--- config.mk ---
export PLATFORM = sky130hd
export DESIGN_NAME = ps2_key_event_decoder_flat
export DESIGN_NICKNAME = d
export VERILOG_FILES = /design/src/rtl/ps2_key_event_decoder_if.sv /design/src/rtl/ps2_key_event_decoder.sv /design/src/flat_wrapper.sv
export SDC_FILE = /design/constraint.sdc
export NUM_CORES = 1
export LEC_CHECK = 0
export BUFFER_PORTS_ARGS = -buffer_cell sky130_fd_sc_hd__buf_2
export CORE_MARGIN = 4
export CORE_UTILIZATION = 60
export DETAILED_ROUTE_END_ITERATION = 6
export PLACE_DENSITY_LB_ADDON = 0.1
export SKIP_LAST_GASP = 1
export SLEW_MARGIN = 25
export SYNTH_ARGS = -nofsm -noshare
export SYNTH_HDL_FRONTEND = slang
export SYNTH_SLANG_ARGS = --single-unit
--- constraint.sdc ---
create_clock -name clk -period 23.6 [get_ports clk]
set_input_delay 0 -clock clk [delete_from_list [all_inputs] [get_ports clk]]
set_output_delay 0 -clock clk [all_outputs]
set_load 0.005 [all_outputs]
--- src/rtl/ps2_key_event_decoder_if.sv ---
// Key event link: scan bytes arrive from the PS/2 receiver; decoded key events
// leave toward the ASCII converter / host mailbox under valid/ready.
interface ps2_key_event_decoder_if;
    logic       rx_valid;
    logic [7:0] rx_data;
    logic       ev_valid;
    logic       ev_ready;
    logic [7:0] ev_code;
    logic       ev_ext;
    logic       ev_break;
    logic [4:0] ev_mods;
    logic       ev_upper;

    modport master (
        input  rx_valid, rx_data, ev_ready,
        output ev_valid, ev_code, ev_ext, ev_break, ev_mods, ev_upper
    );

    modport slave (
        output rx_valid, rx_data, ev_ready,
        input  ev_valid, ev_code, ev_ext, ev_break, ev_mods, ev_upper
    );
endinterface

--- src/rtl/ps2_key_event_decoder.sv ---
// Set-2 scan decoder with modifier tracking, repeat filter and an event FIFO.
// Event visible two edges after its final byte; a full FIFO without a pop drops the event (sticky overflow).
module ps2_key_event_decoder #(
    parameter int FIFO_DEPTH    = 8,
    parameter int FILTER_REPEAT = 1,
    parameter int TIMEOUT       = 500000
) (
    input  logic                          clk,
    input  logic                          reset,
    ps2_key_event_decoder_if.master       bus,
    output logic                          caps_led,
    output logic                          overflow,
    output logic [$clog2(FIFO_DEPTH):0]   fifo_level
);
    localparam int AW = $clog2(FIFO_DEPTH);
    localparam int TW = $clog2(TIMEOUT + 1);
    localparam logic [AW:0] FULL_LVL = (AW+1)'(FIFO_DEPTH);
    localparam logic [TW-1:0] TMO_LAST = TW'(TIMEOUT - 1);

    typedef enum logic [2:0] {IDLE, EXT, BRK, EXT_BRK, PAUSE} state_t;

    typedef struct packed {
        logic [7:0] code;
        logic       ext;
        logic       brk;
        logic [4:0] mods;
        logic       upper;
    } event_t;

    state_t        state, state_next, state_eff;
    logic [2:0]    skip_cnt, skip_next;
    logic [TW-1:0] tmo_cnt;
    logic          tmo_hit;

    logic          key_fire, key_ext, key_brk, key_pause, bat_clear;
    logic [7:0]    key_code;
    logic [7:0]    key_idx;
    logic          key_take;

    logic [255:0]  keydown;
    logic          shift_l, shift_r, ctrl, alt, caps_lock;
    logic          shift_l_n, shift_r_n, ctrl_n, alt_n, caps_n;

    // A byte arriving on the timeout cycle is decoded as if already back in IDLE.
    assign tmo_hit   = (state != IDLE) && (tmo_cnt >= TMO_LAST);
    assign state_eff = tmo_hit ? IDLE : state;

    always_ff @(posedge clk or posedge reset) begin
        if (reset) begin
            state    <= IDLE;
            skip_cnt <= '0;
            tmo_cnt  <= '0;
        end else begin
            state    <= state_next;
            skip_cnt <= skip_next;
            if (bus.rx_valid || state_next == IDLE)
                tmo_cnt <= '0;
            else
                tmo_cnt <= tmo_cnt + 1'b1;
        end
    end

    always_comb begin
        state_next = tmo_hit ? IDLE : state;
        skip_next  = skip_cnt;
        key_fire   = 1'b0;
        key_code   = bus.rx_data;
        key_ext    = 1'b0;
        key_brk    = 1'b0;
        key_pause  = 1'b0;
        bat_clear  = 1'b0;
        if (bus.rx_valid) begin
            case (state_eff)
                IDLE: begin
                    case (bus.rx_data)
                        8'hE0: state_next = EXT;
                        8'hF0: state_next = BRK;
                        8'hE1: begin
                            state_next = PAUSE;
                            skip_next  = 3'd7;
                        end
                        8'hAA: bat_clear = 1'b1;
                        8'hFA, 8'hFE, 8'h00, 8'hFF: key_fire = 1'b0;
                        default: key_fire = 1'b1;
                    endcase
                end
                EXT: begin
                    state_next = IDLE;
                    if (bus.rx_data == 8'hF0) begin
                        state_next = EXT_BRK;
                    end else if (bus.rx_data != 8'h12 && bus.rx_data != 8'h59) begin
                        key_fire = 1'b1;
                        key_ext  = 1'b1;
                    end
                end
                BRK: begin
                    state_next = IDLE;
                    key_fire   = 1'b1;
                    key_brk    = 1'b1;
                end
                EXT_BRK: begin
                    state_next = IDLE;
                    key_fire   = 1'b1;
                    key_ext    = 1'b1;
                    key_brk    = 1'b1;
                end
                PAUSE: begin
                    skip_next = skip_cnt - 3'd1;
                    if (skip_cnt == 3'd1) begin
                        state_next = IDLE;
                        key_fire   = 1'b1;
                        key_ext    = 1'b1;
                        key_pause  = 1'b1;
                        key_code   = 8'h77;
                    end
                end
                default: state_next = IDLE;
            endcase
        end
    end

    // Pause never sends a release, so it bypasses the held-key bitmap entirely.
    assign key_idx  = (key_code == 8'h83) ? {key_ext, 7'h02} : {key_ext, key_code[6:0]};
    assign key_take = key_fire &&
                      !((FILTER_REPEAT != 0) && !key_brk && !key_pause && keydown[key_idx]);

    always_comb begin
        shift_l_n = shift_l;
        shift_r_n = shift_r;
        ctrl_n    = ctrl;
        alt_n     = alt;
        caps_n    = caps_lock;
        if (key_take && !key_pause) begin
            if (!key_ext && key_code == 8'h12) shift_l_n = !key_brk;
            if (!key_ext && key_code == 8'h59) shift_r_n = !key_brk;
            if (key_code == 8'h14)             ctrl_n    = !key_brk;
            if (key_code == 8'h11)             alt_n     = !key_brk;
            if (!key_ext && key_code == 8'h58 && !key_brk) caps_n = !caps_lock;
        end
    end

    always_ff @(posedge clk or posedge reset) begin
        if (reset) begin
            keydown   <= '0;
            shift_l   <= 1'b0;
            shift_r   <= 1'b0;
            ctrl      <= 1'b0;
            alt       <= 1'b0;
            caps_lock <= 1'b0;
        end else if (bat_clear) begin
            keydown <= '0;
            shift_l <= 1'b0;
            shift_r <= 1'b0;
            ctrl    <= 1'b0;
            alt     <= 1'b0;
        end else begin
            if (key_take && !key_pause)
                keydown[key_idx] <= !key_brk;
            shift_l   <= shift_l_n;
            shift_r   <= shift_r_n;
            ctrl      <= ctrl_n;
            alt       <= alt_n;
            caps_lock <= caps_n;
        end
    end

    assign caps_led = caps_lock;

    event_t          push_ev, head;
    event_t          mem [FIFO_DEPTH];
    logic [AW:0]     wr_ptr, rd_ptr, rd_ptr_next;
    logic            head_vld, pop, full, push_ok;

    always_comb begin
        push_ev.code  = key_code;
        push_ev.ext   = key_ext;
        push_ev.brk   = key_brk;
        push_ev.mods  = {caps_n, alt_n, ctrl_n, shift_r_n, shift_l_n};
        push_ev.upper = (shift_l_n | shift_r_n) ^ caps_n;
    end

    assign fifo_level  = wr_ptr - rd_ptr;
    assign full        = (fifo_level == FULL_LVL);
    assign pop         = head_vld && bus.ev_ready;
    assign push_ok     = key_take && (!full || pop);
    assign rd_ptr_next = rd_ptr + {{AW{1'b0}}, pop};

    always_ff @(posedge clk) begin
        if (push_ok)
            mem[wr_ptr[AW-1:0]] <= push_ev;
    end

    // Head register looks at the pre-push write pointer, giving the extra edge of latency.
    always_ff @(posedge clk or posedge reset) begin
        if (reset) begin
            wr_ptr   <= '0;
            rd_ptr   <= '0;
            overflow <= 1'b0;
            head_vld <= 1'b0;
            head     <= '0;
        end else begin
            if (push_ok)
                wr_ptr <= wr_ptr + 1'b1;
            if (key_take && !push_ok)
                overflow <= 1'b1;
            rd_ptr   <= rd_ptr_next;
            head_vld <= (wr_ptr != rd_ptr_next);
            if (wr_ptr != rd_ptr_next)
                head <= mem[rd_ptr_next[AW-1:0]];
        end
    end

    assign bus.ev_valid = head_vld;
    assign bus.ev_code  = head.code;
    assign bus.ev_ext   = head.ext;
    assign bus.ev_break = head.brk;
    assign bus.ev_mods  = head.mods;
    assign bus.ev_upper = head.upper;
endmodule

--- src/flat_wrapper.sv ---
// flat-port wrapper written by rule: the top's interface ports become plain ports
module ps2_key_event_decoder_flat 
#(
    parameter int FIFO_DEPTH    = 8,
    parameter int FILTER_REPEAT = 1,
    parameter int TIMEOUT       = 500000
)
  (clk, reset, caps_led, overflow, fifo_level, bus_rx_valid, bus_rx_data, bus_ev_ready, bus_ev_valid, bus_ev_code, bus_ev_ext, bus_ev_break, bus_ev_mods, bus_ev_upper);
  ps2_key_event_decoder_if bus_i ();
  input  logic clk;
  input  logic reset;
  output logic caps_led;
  output logic overflow;
  output logic [$clog2(FIFO_DEPTH):0] fifo_level;
  input wire logic [$bits(bus_i.rx_valid)-1:0] bus_rx_valid;
  input wire logic [$bits(bus_i.rx_data)-1:0] bus_rx_data;
  input wire logic [$bits(bus_i.ev_ready)-1:0] bus_ev_ready;
  output wire logic [$bits(bus_i.ev_valid)-1:0] bus_ev_valid;
  output wire logic [$bits(bus_i.ev_code)-1:0] bus_ev_code;
  output wire logic [$bits(bus_i.ev_ext)-1:0] bus_ev_ext;
  output wire logic [$bits(bus_i.ev_break)-1:0] bus_ev_break;
  output wire logic [$bits(bus_i.ev_mods)-1:0] bus_ev_mods;
  output wire logic [$bits(bus_i.ev_upper)-1:0] bus_ev_upper;
  assign bus_i.rx_valid = bus_rx_valid;
  assign bus_i.rx_data = bus_rx_data;
  assign bus_i.ev_ready = bus_ev_ready;
  assign bus_ev_valid = bus_i.ev_valid;
  assign bus_ev_code = bus_i.ev_code;
  assign bus_ev_ext = bus_i.ev_ext;
  assign bus_ev_break = bus_i.ev_break;
  assign bus_ev_mods = bus_i.ev_mods;
  assign bus_ev_upper = bus_i.ev_upper;
  ps2_key_event_decoder #(.FIFO_DEPTH(FIFO_DEPTH), .FILTER_REPEAT(FILTER_REPEAT), .TIMEOUT(TIMEOUT)) u_core (.clk(clk), .reset(reset), .bus(bus_i), .caps_led(caps_led), .overflow(overflow), .fifo_level(fifo_level));
endmodule
==> metrics, run 1 <==
asr flop ratio synth=0.709; Port Buffers=34; number of global-route vias before repair=17600; Slew headroom=0.282; placer congestion estimate=1.00; syn_nets=2043; CTS tree=yes; Via density=7.21; Clk Latency, worst-skew pair=0.59 ns; Post-Route WL=70.8 mm; die footprint=39100 µm²; CTS root buffer=clkbuf_16; first-pass GRT wire length=109 mm; Crit Path Max Fanout=17; Power Dens Cells=90.6 nW/µm²; antenna violations before repair=1; DRT antenna net count=0; post-synthesis area per instance=10.7 µm²; HP Class=input port to async pin; final worst path period share=0.276; post-place setup slack=17.26 ns; core area=35500 µm²; routed len/inst=28.3 µm; total power=2.17 mW; Max Cap Violations=0; Max Used Layer=met4; RSZ-0062 raised after global routing=false; Final Hold Violating Endpoints=0; drt drc=0; P_leak=9.47 nW; Final Setup Violations=0; Unique masters post-synth=79; met3 routed WL=7.92 mm; total overflow reported by the global router=0; slew of the pin with the lowest slew margin=1.07 ns; ratio of cells with drive above 1 in the final layout=0.136; clk sinks=440; H-tree depth=2; die span in y=198 µm; HPWL Detailed=43.0 mm; Worst setup EP type=flip-flop; FP Rows=69; worst clock skew=0.0212 ns; Syn-to-layout area delta=10.8%; Fill cells=2687; CP required=23.91 ns; Seq/Total Area, Yosys=0.540; Post-Syn Area=21600 µm²; # IOs=35; status=finished clean; #FFs+latches synth=440; first-pass detailed-route iteration total=6; Post-CTS Setup Bufs=0; via count=18000; met2 WL=30.9 mm; Setup TNS=0 ns; Crit path arrival time=6.83 ns; kind of critical path=flip-flop to flip-flop; Worst Slack Setup Final=17.08 ns; final max-slew violation count=0; largest net degree at the start of global routing=144; Worst path max stage delay=0.77 ns; CTS Buffer Depth=3; Net count, final=2022; Detailed Route Iter0 Violations=2584; maximum clock rate=153 MHz; Post-synth EDFFs=128; TritonCTS Buffers=47; Worst VDD drop=174 µV; Initial Util=0.608; Clock transition at path regs=0.06 ns; warnings from Yosys=0; crit start category=flip-flop; gr usage total=0.363; M1 WL=28.9 mm; crit path max-delay cell type=o31ai_4; Tmin final=6.52 ns; worst-path cell chain=inv_1 > ha_1 > nor4b_1 > and3_1 > o31a_1 > nand2_1 > nand2_1 > o22ai_1 > nor4b_1 > o221ai_2 > o31ai_4 > nor4_1 > xor2_1 > xor2_1; commonest register cell after synthesis=dfrtp_1; post-synthesis instance total=2021; Die Wd=198 µm
through the flow:
step | cells | instance area [µm²] | utilization | hold WS (ns)
2_1_floorplan | 2021 | 21600 | - | 0.284
4_1_cts | 2497 | 23900 | 0.673 | 0.0681
6_report | 2499 | 23900 | 0.674 | 0.112
5_1_grt | 2499 | 23900 | 0.674 | 0.138
3_5_place_dp | 2408 | 22200 | 0.626 | 0.329
3_3_place_gp | 2408 | 22200 | 0.625 | 0.327
flip-flops by register name (all words and copies together) (netlist names), 3 cells and up:
| name | count |
|---|---|
| u_core.mem | 128 |
| u_core.wr_ptr | 4 |
| u_core.state | 3 |
| u_core.bus.ev_mods | 5 |
| u_core.keydown | 256 |
| u_core.skip_cnt | 3 |
| u_core.tmo_cnt | 19 |
| u_core.bus.ev_code | 8 |
| u_core.rd_ptr | 4 |
what timing repair did:
action	CTS	global route
endpoints found under the hold margin	149	0
endpoints found under the setup margin	0	0
gates resized for setup	0	0
hold buffers	3	0
synth_stat cells, types with 4 or more instances:
| cell type | instances | area, µm² |
|---|---|---|
| nand2b_1 | 6 | 37.5 |
| clkbuf_1 | 126 | 473 |
| inv_1 | 28 | 105 |
| o221ai_1 | 5 | 43.8 |
| o221a_2 | 29 | 327 |
| edfxtp_1 | 128 | 3840 |
| buf_1 | 15 | 56.3 |
| nor3_2 | 4 | 40.0 |
| nor2_1 | 193 | 724 |
| a32o_1 | 4 | 40.0 |
| nor4_1 | 8 | 50.1 |
| xor2_1 | 16 | 140 |
| nand3_1 | 36 | 180 |
| and3_1 | 8 | 50.1 |
| o22ai_1 | 22 | 138 |
| a211oi_1 | 114 | 856 |
| nor2b_1 | 19 | 119 |
| mux2i_1 | 84 | 841 |
| buf_2 | 21 | 105 |
| dfrtp_1 | 312 | 7810 |
| o31ai_1 | 6 | 45.0 |
| ha_1 | 9 | 113 |
| or3_1 | 10 | 62.6 |
| a211o_1 | 5 | 43.8 |
| nand4_1 | 8 | 50.1 |
| o21ai_1 | 4 | 20.0 |
| mux2_2 | 9 | 101 |
| o31a_1 | 18 | 158 |
| a311oi_1 | 60 | 526 |
| mux4_2 | 33 | 743 |
| a21oi_1 | 203 | 1020 |
| nand2_1 | 172 | 646 |
| o21ai_0 | 63 | 315 |
| xnor2_1 | 15 | 131 |
| a21o_1 | 8 | 60.1 |
| o211ai_1 | 12 | 90.1 |
| o32ai_1 | 6 | 52.6 |
| and2_1 | 7 | 43.8 |
| nor3_1 | 66 | 330 |
| a311oi_2 | 5 | 75.1 |
| a31oi_1 | 60 | 375 |
routing by layer:
layer  vias to the layer above  GRT usage
met3                       236     0.0902
met4                         0      0.142
met2                      1173      0.526
li1                       7669          -
met1                      8952      0.535
met5                         -          0
layout by cell type (no fill, tap or decap), types with 12 or more instances in the layout:
cell type  synthesis  final
dfrtp_1          312    312
a21oi_1          203    200
nor2_1           193    188
nand2_1          172    171
edfxtp_1         128    128
a211oi_1         114    114
mux2i_1           84     84
nor3_1            66     64
o21ai_0           63     63
a31oi_1           60     60
a311oi_1          60     60
buf_4              1     55
clkbuf_16          0     48
nand3_1           36     35
mux4_2            33     33
buf_2             21     33
o221a_2           29     29
inv_1             28     26
o22ai_1           22     22
nor2b_1           19     19
o31a_1            18     18
xor2_1            16     15
xnor2_1           15     15
o211ai_1          12     12
kinds of logic (layout without fill, tap and decap cells):
logic type,count (synthesis),after routing,share of synthesized area
flip-flops,440,440,0.540
multiplexers,127,127,0.0786
AND/OR/NAND/NOR,557,557,0.116
buffers and inverters,195,211,0.0357
XOR/XNOR,31,31,0.0126
adder cells (fa/ha/maj),10,10,0.00615
other,0,1,0
AO/OA/AOI/OAI,661,661,0.211
path summary, 6_finish.rpt:
path,start,to,slack (ns),depth (start not counted)
worst max-delay path,u_core.skip_cnt[1],u_core.mem[1][0],17.08,14
worst min-delay path,reset,u_core.overflow,0.11,3
worst max register to register,u_core.skip_cnt[1],u_core.mem[1][0],17.08,14
worst min register to register,u_core.overflow,u_core.overflow,0.45,1
max in group asynchronous,reset,u_core.keydown[8],21.58,5
min in group clk,bus_rx_data[4],u_core.state[1],0.11,5
cell type report:
class / instances / area (µm²) / area share
tap: 461 / 577 / 0.0241
clock buffer: 57 / 1290 / 0.0542
antenna: 1 / 2.50 / 0.000105
timing repair buffer: 94 / 651 / 0.0272
sequential: 440 / 11700 / 0.487
clock inverter: 29 / 355 / 0.0149
inverter: 31 / 129 / 0.00539
multi-input combinational: 1386 / 9250 / 0.387
worst max-delay path, delay by kind of cell, from the launching register on:
| family | cells | cell delay, ns |
|---|---|---|
| compound gates | 4 | 1.77 |
| fa+ha+maj | 1 | 0.15 |
| xor+xnor | 2 | 1.09 |
| flops | 1 | 0.37 |
| buf+inv | 1 | 0.08 |
| simple gates | 6 | 2.76 |
report_power, final:
part | internal [mW] | total, mW | switching (mW)
clock | 0.469 | 0.784 | 0.315
combinational | 0.204 | 0.481 | 0.277
sequential | 0.859 | 0.900 | 0.0416
No activity file was read; power rests on OpenSTA's default activity.
==> run 2, diff against run 1 <==
- clock period: 23.6 -> 6.4 ns (I/O delays scaled with it)
==> run 2 against run 1 <==
Compared with the run above: worst setup slack worse by 16 ns; power rose to 3.7 times the previous value; sequential share of layout area decreased by 0.11 points; critical path depth is 1 higher; cell area up 0.23%; largest power group unchanged; fmax is 12% higher; final cell count increased by 0.64%; register-to-register slack worse by 16 ns; global-route usage increased by 1.1 points.
==> metrics, run 2 (synthesis results as in run 1) <==
kind of critical path=flip-flop to flip-flop (unchanged); Crit Path Max Fanout=44 (was 17); leading cell type in the layout, fill and taps excluded=dfrtp_1 (unchanged); ratio of cells with drive above 1 in the final layout=0.139 (was 0.136); Slew headroom=0.276 (was 0.282); logic gate share of total power=0.230 (was 0.222); commonest cells after routing, fill and taps aside=312 x dfrtp_1, 201 x a21oi_1, 187 x nor2_1, 171 x nand2_1, 128 x edfxtp_1 (was 312 x dfrtp_1, 200 x a21oi_1, 188 x nor2_1, 171 x nand2_1, 128 x edfxtp_1); placed insts=2426 (was 2408); total overflow reported by the global router=0 (unchanged); final worst path period share=0.909 (was 0.276); RSZ-0062 raised after global routing=false (unchanged); HP Class=input port to flip-flop (was input port to async pin); status=finished clean (unchanged); critical path's top delay family=simple AND/OR/NAND/NOR gates (unchanged); via count=18100 (was 18000); first-pass detailed-route iteration total=6 (unchanged); FP Rows=69 (unchanged); Tmin final=5.82 ns (was 6.52 ns); Worst setup EP type=flip-flop (unchanged); WP buf/inv=3 (was 1); Final Hold Violating Endpoints=0 (unchanged); Setup TNS=0 ns (unchanged); number of global-route vias before repair=17600 (about the same); Post-Route WL=73.2 mm (was 70.8 mm); Via density=7.19 (was 7.21); slew of the pin with the lowest slew margin=1.09 ns (was 1.07 ns); routed len/inst=29.1 µm (was 28.3 µm); Clock Power Share=0.351 (was 0.362); critical path depth=15 (was 14); R2R Setup Slk=0.58 ns (was 17.08 ns); register share of total power=0.418 (was 0.416); core area=35500 µm² (unchanged); Worst Slack Setup Final=0.584 ns (was 17.08 ns); crit-path most repeated cell=buf_4; Crit path arrival time=6.29 ns (was 6.83 ns); Port Buffers=34 (unchanged); DRT antenna net count=0 (unchanged); Final Non-Filler Cells=2515 (was 2499); clk sinks=440 (unchanged); worst clock skew=0.0338 ns (was 0.0212 ns); die footprint=39100 µm² (unchanged); antenna violations before repair=2 (was 1); met3 routed WL=8.32 mm (was 7.92 mm); H-tree depth=2 (unchanged); Initial Util=0.608 (unchanged); Die Wd=198 µm (unchanged); # IOs=35 (unchanged); P_sw=2.35 mW (was 0.634 mW); HPWL Detailed=46.4 mm (was 43.0 mm); max reg flops=256 (unchanged); CP required=6.87 ns (was 23.91 ns); gr usage total=0.374 (was 0.363); CTS root buffer=clkbuf_16 (unchanged); final max-slew violation count=0 (unchanged); Power Dens Cells=332 nW/µm² (was 90.6 nW/µm²); die span in y=198 µm (unchanged); Syn-to-layout area delta=11.1% (was 10.8%); Max Cap Violations=0 (unchanged); met2 WL=32.6 mm (was 30.9 mm); CTS Buffer Depth=3 (unchanged); largest net degree at the start of global routing=93 (was 144); sw frac=0.295 (was 0.293); R2R depth=15 (was 14); Clk Latency, worst-skew pair=0.60 ns (was 0.59 ns); CTS tree=yes (unchanged); Max Used Layer=met5 (was met4); Int Pwr=5.61 mW (was 1.53 mW); worst-path cell chain=or2_0 > or4b_1 > o31a_1 > and2_1 > buf_4 > nor3_1 > o31ai_1 > nor4b_1 > o221ai_2 > o31ai_4 > buf_4 > nor2_4 > buf_4 > a21oi_1 > a311oi_1 (was inv_1 > ha_1 > nor4b_1 > and3_1 > o31a_1 > nand2_1 > nand2_1 > o22ai_1 > nor4b_1 > o221ai_2 > o31ai_4 > nor4_1 > xor2_1 > xor2_1); crit start category=flip-flop (unchanged); TritonCTS Buffers=46 (was 47); first-pass GRT wire length=111 mm (was 109 mm); post-place setup slack=0.761 ns (was 17.26 ns); placer congestion estimate=0.998 (was 1.00); Post-CTS Setup Bufs=0 (unchanged); drt drc=0 (unchanged); crit path max-delay cell type=nor3_1 (was o31ai_4); worst hold stages=2; Reg with most FFs=u_core.keydown (unchanged); Detailed Route Iter0 Violations=2590 (was 2584); Clock transition at path regs=0.06 ns (about the same); P_leak=9.52 nW (was 9.47 nW); Net count, final=2039 (was 2022); post-CTS resize count=0 (unchanged); Final Setup Violations=0 (unchanged); Worst path max stage delay=0.64 ns (was 0.77 ns); M1 WL=28.3 mm (was 28.9 mm); maximum clock rate=172 MHz (was 153 MHz); Worst VDD drop=602 µV (was 174 µV)
run 2: metal layers:
metal  vias to the layer above  global-route usage
li1                       7685                   -
met1                      8904               0.515
met2                      1214               0.559
met3                       274               0.105
met4                         2               0.173
met5                         -                   0
run 2: timing repair:
item | 4_1_cts | 5_1_grt
hold buffers | 4 | 0
hold endpoints to repair | 61 | 0
endpoints found under the setup margin | 0 | 0
run 2: worst reg2reg max path: cells and delay by family, from the launching register on:
| kind | cells | cell delay (ns) |
|---|---|---|
| AO/OA/AOI/OAI | 6 | 1.63 |
| buffers and inverters | 3 | 1.10 |
| AND/OR/NAND/NOR | 6 | 2.53 |
| flip-flops | 1 | 0.44 |
run 2: final timing paths:
path | from | endpoint
hold / removal | bus_rx_data[7] | u_core.mem[2][15]
min in group asynchronous | reset | u_core.keydown[128]
setup reg to reg | u_core.tmo_cnt[11] | u_core.keydown[27]
setup / recovery | u_core.tmo_cnt[11] | u_core.keydown[27]
max in group asynchronous | reset | u_core.keydown[105]
hold reg to reg | u_core.overflow | u_core.overflow
run 2: through the flow:
stage	hold slack, ns	area, µm²	util	power [mW]
after floorplan	0.284	21600	-	4.58
final	0.120	24000	0.676	7.95
after detailed placement	0.0139	22300	0.630	5.18
after global placement	0.0191	22300	0.630	5.14
after CTS	0.0724	24000	0.675	7.97
after global routing	0.105	24000	0.676	8.28
run 2: final cells by class:
cell class | instances | area [µm²]
flip-flops and latches | 440 | 11700
clock buffers | 67 | 1360
repair buffers | 112 | 785
diodes | 1 | 2.50
well taps | 461 | 577
fillers | 2677 | 11500
multi-input cells | 1386 | 9260
clock inverters | 17 | 213
inverters | 31 | 120
run 2: power by group through the flow:
| stage | sequential (mW) | clock [mW] | combinational [mW] |
|---|---|---|---|
| after floorplan | 3.33 | 0 | 1.26 |
| after global placement | 3.35 | 0 | 1.78 |
| after global routing | 3.35 | 2.95 | 1.98 |
| after detailed placement | 3.37 | 0 | 1.81 |
| after CTS | 3.32 | 2.82 | 1.83 |
| final | 3.33 | 2.79 | 1.83 |
